--- src/rtl/demux_1ton_sipo.sv ---
// Serial-in, parallel-out 1-to-N demultiplexer: steers accepted bits into out[sel]
// and presents the completed word with a valid/ready handshake.
module demux_1ton_sipo #(
    parameter  int unsigned N = 8,
    localparam int unsigned M = $clog2(N)
) (
    input  logic         clk,
    input  logic         rst_n,
    input  logic         in,
    input  logic         in_valid,
    input  logic         start,
    input  logic         out_ready,
    output logic [N-1:0] out,
    output logic         out_valid,
    output logic [M-1:0] sel,
    output logic         busy
);

    typedef enum logic [1:0] {
        IDLE = 2'd0,
        FILL = 2'd1,
        DONE = 2'd2
    } state_t;

    localparam logic [M-1:0] SEL_LAST = M'(N - 1);

    state_t         state_q;
    state_t         state_d;
    logic [N-1:0]   out_d;
    logic [M-1:0]   sel_d;
    logic           out_valid_d;
    logic           busy_d;

    // State and registered outputs
    always_ff @(posedge clk or negedge rst_n) begin
        if (!rst_n) begin
            state_q   <= IDLE;
            out       <= '0;
            out_valid <= 1'b0;
            sel       <= '0;
            busy      <= 1'b0;
        end else begin
            state_q   <= state_d;
            out       <= out_d;
            out_valid <= out_valid_d;
            sel       <= sel_d;
            busy      <= busy_d;
        end
    end

    // Next-state logic
    always_comb begin
        state_d = state_q;
        case (state_q)
            IDLE: begin
                if (start) state_d = FILL;
            end
            FILL: begin
                if (!start && in_valid && (sel == SEL_LAST)) state_d = DONE;
            end
            DONE: begin
                if (out_ready) state_d = start ? FILL : IDLE;
            end
            default: state_d = IDLE;
        endcase
    end

    // Next values of the registered outputs
    always_comb begin
        out_d       = out;
        sel_d       = sel;
        out_valid_d = out_valid;
        case (state_q)
            IDLE: begin
                if (start) begin
                    out_d = '0;
                    sel_d = '0;
                end
            end
            FILL: begin
                if (start) begin
                    // restart drops this cycle's bit along with the partial word
                    out_d = '0;
                    sel_d = '0;
                end else if (in_valid) begin
                    out_d[sel] = in;
                    if (sel == SEL_LAST) begin
                        sel_d       = '0;
                        out_valid_d = 1'b1;
                    end else begin
                        sel_d = sel + M'(1);
                    end
                end
            end
            DONE: begin
                if (out_ready) begin
                    out_valid_d = 1'b0;
                    if (start) begin
                        out_d = '0;
                        sel_d = '0;
                    end
                end
            end
            default: begin
                out_d       = '0;
                sel_d       = '0;
                out_valid_d = 1'b0;
            end
        endcase
        busy_d = (state_d == FILL);
    end

endmodule

--- config.mk ---
export PLATFORM = sky130hd
export DESIGN_NAME = demux_1ton_sipo
export DESIGN_NICKNAME = d
export VERILOG_FILES = /design/src/rtl/demux_1ton_sipo.sv
export SDC_FILE = /design/constraint.sdc
export NUM_CORES = 1
export LEC_CHECK = 0
export CORE_ASPECT_RATIO = 0.7
export CORE_UTILIZATION = 40
export DETAILED_ROUTE_END_ITERATION = 8
export PLACE_DENSITY = 0.73
export REMOVE_ABC_BUFFERS = 1
export SYNTH_ARGS = -nofsm -noshare
export SYNTH_HDL_FRONTEND = slang
export SYNTH_SLANG_ARGS = --single-unit
--- constraint.sdc ---
create_clock -name clk -period 2.6 [get_ports clk]
set_clock_uncertainty 0.15 [all_clocks]
set_input_delay 0.39 -clock clk [delete_from_list [all_inputs] [get_ports clk]]
set_output_delay 0.39 -clock clk [all_outputs]
set_load 0.01 [all_outputs]
==> key figures <==
Timing
  • Worst slew pin tran: 0.668 ns
  • Tmin final: between 2 and 2.5 ns
  • Final period util: roughly four fifths
  • Final setup viols: 0
  • RSZ-0062 raised after global routing: false
  • Setup TNS: 0 ns
  • Slew margin rel.: 55.3%
  • Max-slew violations: 0
  • Fmax: between 0.4 and 0.5 GHz
  • Final Hold Fails: 0

Pwr
  • Leak Pwr: between 0.0004 and 0.0005 µW
  • Seq pwr share: a little over half
  • Combinational Power Share: between 20 and 25%
  • Internal power: between 300 and 400 µW
  • Clock share of power: 26.9%
  • Worst VDD drop: 0.368 mV
  • Switching share of total power: 30.4%
  • Total power: slightly above 500 µW
  • Total power density per cell area: ~500 mW/mm²
  • Net load switching power: approximately 160 µW

Global route
  • Initial antenna violation count: 0
  • Grt met3 use: about 6.6%
  • Busiest layer in global routing: met2
  • Routing usage on met1: roughly 23%
  • Pin count of the biggest net entering global routing: 16
  • Vias in the first global route: between 600 and 700
  • Global router's overall resource usage: between 15 and 20%
  • First-pass GRT wire length: between 2000 and 3000 µm
  • GRT Residual Overflow: 0
  • Grt met2 use: between 20% and 30%

Clock tree
  • Clk slew on worst S/H paths: 0.10 ns
  • CTS root buf: clkbuf_4
  • Hold buffer count at CTS: 0
  • Clk buf depth: 2
  • TritonCTS clock tree: yes
  • Post-CTS Resized: 0
  • Postcts setup bufs: 0
  • Clock latency on the worst-skew pair: 0.29 ns
  • Clock sink total: 15
  • CTS buffer count: 3
  • Htree depth: 1

Logic synthesis
  • Synth Warn #: 0
  • Synth area leaders: dfrtp_1 (44%), a21o_1 (5.3%), o21ai_0 (4.7%)
  • Post-synthesis cell type count: 30
  • Synthesized cell area: between 800 and 900 µm²
  • Post-Synthesis Cells: slightly above 80
  • Top cell type's share of synthesized area: 43.9%
  • Register bit total from synthesis: 15
  • Leading area contributor after synthesis: dfrtp_1
  • Post-synth top cells: dfrtp_1 (15), o21ai_0 (8), a21o_1 (6), nand3_1 (6), nand2_1 (5)
  • Async S/R FF share, synth: 100%
  • Ys flop type: dfrtp_1
  • Avg Cell Area, Syn: approximately 10 µm²
  • Post-synth EDFFs: 0
  • Post-synthesis sequential area ratio: 43.9%
  • Most frequent cell after synthesis: dfrtp_1

Worst setup path
  • WP depth: 1
  • Worst Path Required: roughly 2.1 ns
  • Crit path from: sel[0]
  • Worst reg2reg startpoint: sel[0]
  • Setup CP Type: reg -> out
  • R2R Setup Slk: around 0.80 ns
  • CP max-delay cell: clkdlybuf4s50_1
  • Crit-path cells: clkdlybuf4s50_1
  • Critical path buffers and inverters: 1
  • CP Max Fanout: 14
  • Worst reg-to-reg path cell count: 6
  • Crit. End Element: output port
  • FF-to-FF End: out_valid
  • Startpoint Class: flop
  • Last element of the critical path: sel[0]
  • Worst path max stage delay: ~0.63 ns
  • Delay-heaviest family, CP: buffers and inverters
  • CP arrival: approximately 1.5 ns

Run
  • MaxCap Viol Count: 0

Floorplan
  • # IOs: 19
  • Initial Utilization: between 40% and 50%
  • Die Span Y: about 40 µm
  • Core area: approximately 0.0019 mm²
  • Core Rows: 13
  • Die Width: around 57 µm
  • Die area: roughly 0.0023 mm²

Cells and area
  • Nets: 110
  • Reg area: 375 µm²
  • Non-filler cells, final: 123
  • Layout cells sized above 1: 13.9%
  • Layout area overhead: 22.4%
  • Ant diodes: 0
  • Area of the multi-input gates: just over 400 µm²
  • Layout Cell Area excl Fill: 0.00105 mm²
  • FILL cells: about 170

Place
  • Port-buffer cells: 18
  • Gpl congestion: about 0.83
  • Placed Area: between 0.001 and 0.0015 mm²
  • Detail Placement HPWL: approximately 1300 µm
  • Placed Instances: approximately 120

Routing
  • Remaining antenna violation count: 0
  • Via density: between 5 and 6
  • Residual DRC: 2
  • Wire length per cell: between 10 and 15 µm
  • DRT Pass-1 Iters: 7
  • Iter 0 DRT Violations: 20
  • DR vias: ~700
  • Final wirelength: about 1800 µm

Outcome
  • Failing checks: DRC
  • Outcome: finished, violations left

Min path
  • HP Class: in -> async
[routing by layer]
layer	routed length [µm]	vias to the layer above
met5	0	-
met2	791	19
met4	0	0
li1	-	346
met3	84	0
met1	878	354
[layout make-up]
type	instances	area share [%]
multi-input combinational	59	39.5
sequential	15	35.9
timing repair buffer	19	17.9
tap	22	2.63
clock buffer	3	2.15
inverter	4	1.44
clock inverter	1	0.478
[kinds of logic (layout without fill, tap and decap cells)]
group	after synthesis	count (layout)	share of synthesized area, %
simple gates	29	29	21.5
compound gates	27	27	22.5
flops	15	15	43.9
buf+inv	9	27	7.76
fa+ha+maj	2	2	2.93
mux	1	1	1.32
[placed cells by master (no fill, tap or decap)]
| cell type | Yosys | final |
|---|---|---|
| nand3_4 | 1 | 1 |
| mux2_2 | 1 | 1 |
| nor3_1 | 1 | 1 |
| ha_1 | 2 | 2 |
| a32oi_1 | 1 | 1 |
| or3_1 | 2 | 2 |
| o31ai_2 | 2 | 2 |
| dfrtp_1 | 15 | 15 |
| o32ai_1 | 2 | 2 |
| and3_2 | 1 | 1 |
| nand3_1 | 6 | 6 |
| o211ai_1 | 2 | 2 |
| nand2b_1 | 2 | 2 |
| nand4_1 | 2 | 2 |
| nor3b_4 | 1 | 1 |
| nor2_1 | 4 | 4 |
| o221ai_1 | 1 | 1 |
| o21ai_0 | 8 | 8 |
| or3b_2 | 2 | 2 |
| and2_4 | 1 | 1 |
| inv_1 | 4 | 4 |
| nand2_1 | 5 | 5 |
| nand3b_1 | 1 | 1 |
| a21oi_1 | 2 | 2 |
| o32a_1 | 1 | 1 |
| clkinv_2 | 0 | 1 |
| buf_4 | 2 | 1 |
| clkdlybuf4s50_1 | 0 | 18 |
| o22ai_1 | 2 | 2 |
| a21o_1 | 6 | 6 |
| clkbuf_4 | 0 | 3 |
[power groups by stage]
stage               combinational [µW]  clock (µW)  sequential [µW]
floorplan                         46.0           0              279
global placement                   103           0              277
detailed placement                 106           0              278
CTS                                106         142              274
global route                       116         154              278
finish                             105         139              274
[sequential cells by signal (all words and copies together), names as in the netlist]
register   count
out_valid      1
busy           1
sel            3
state_q        2
out            8
[how the worst min path moves through the flow]
| stage | start | endpoint |
|---|---|---|
| after floorplan | rst_n | busy |
| after global placement | out[5] | out[5] |
| after detailed placement | out[4] | out[4] |
| after CTS | out[4] | out[4] |
| after global routing | out[4] | out[4] |
| final | rst_n | out[5] |
[stage by stage]
step / setup WS [ns] / util, % / hold slack (ns)
final: 0.530 / 54.0 / 0.340
after global routing: 0.470 / 54.0 / 0.378
after CTS: 0.531 / 54.0 / 0.371
after detailed placement: 0.424 / 52.6 / 0.348
after global placement: 0.444 / 52.6 / 0.338
after floorplan: 1.04 / - / -0.0556
Note: power is estimated with default switching activity, not from simulation.
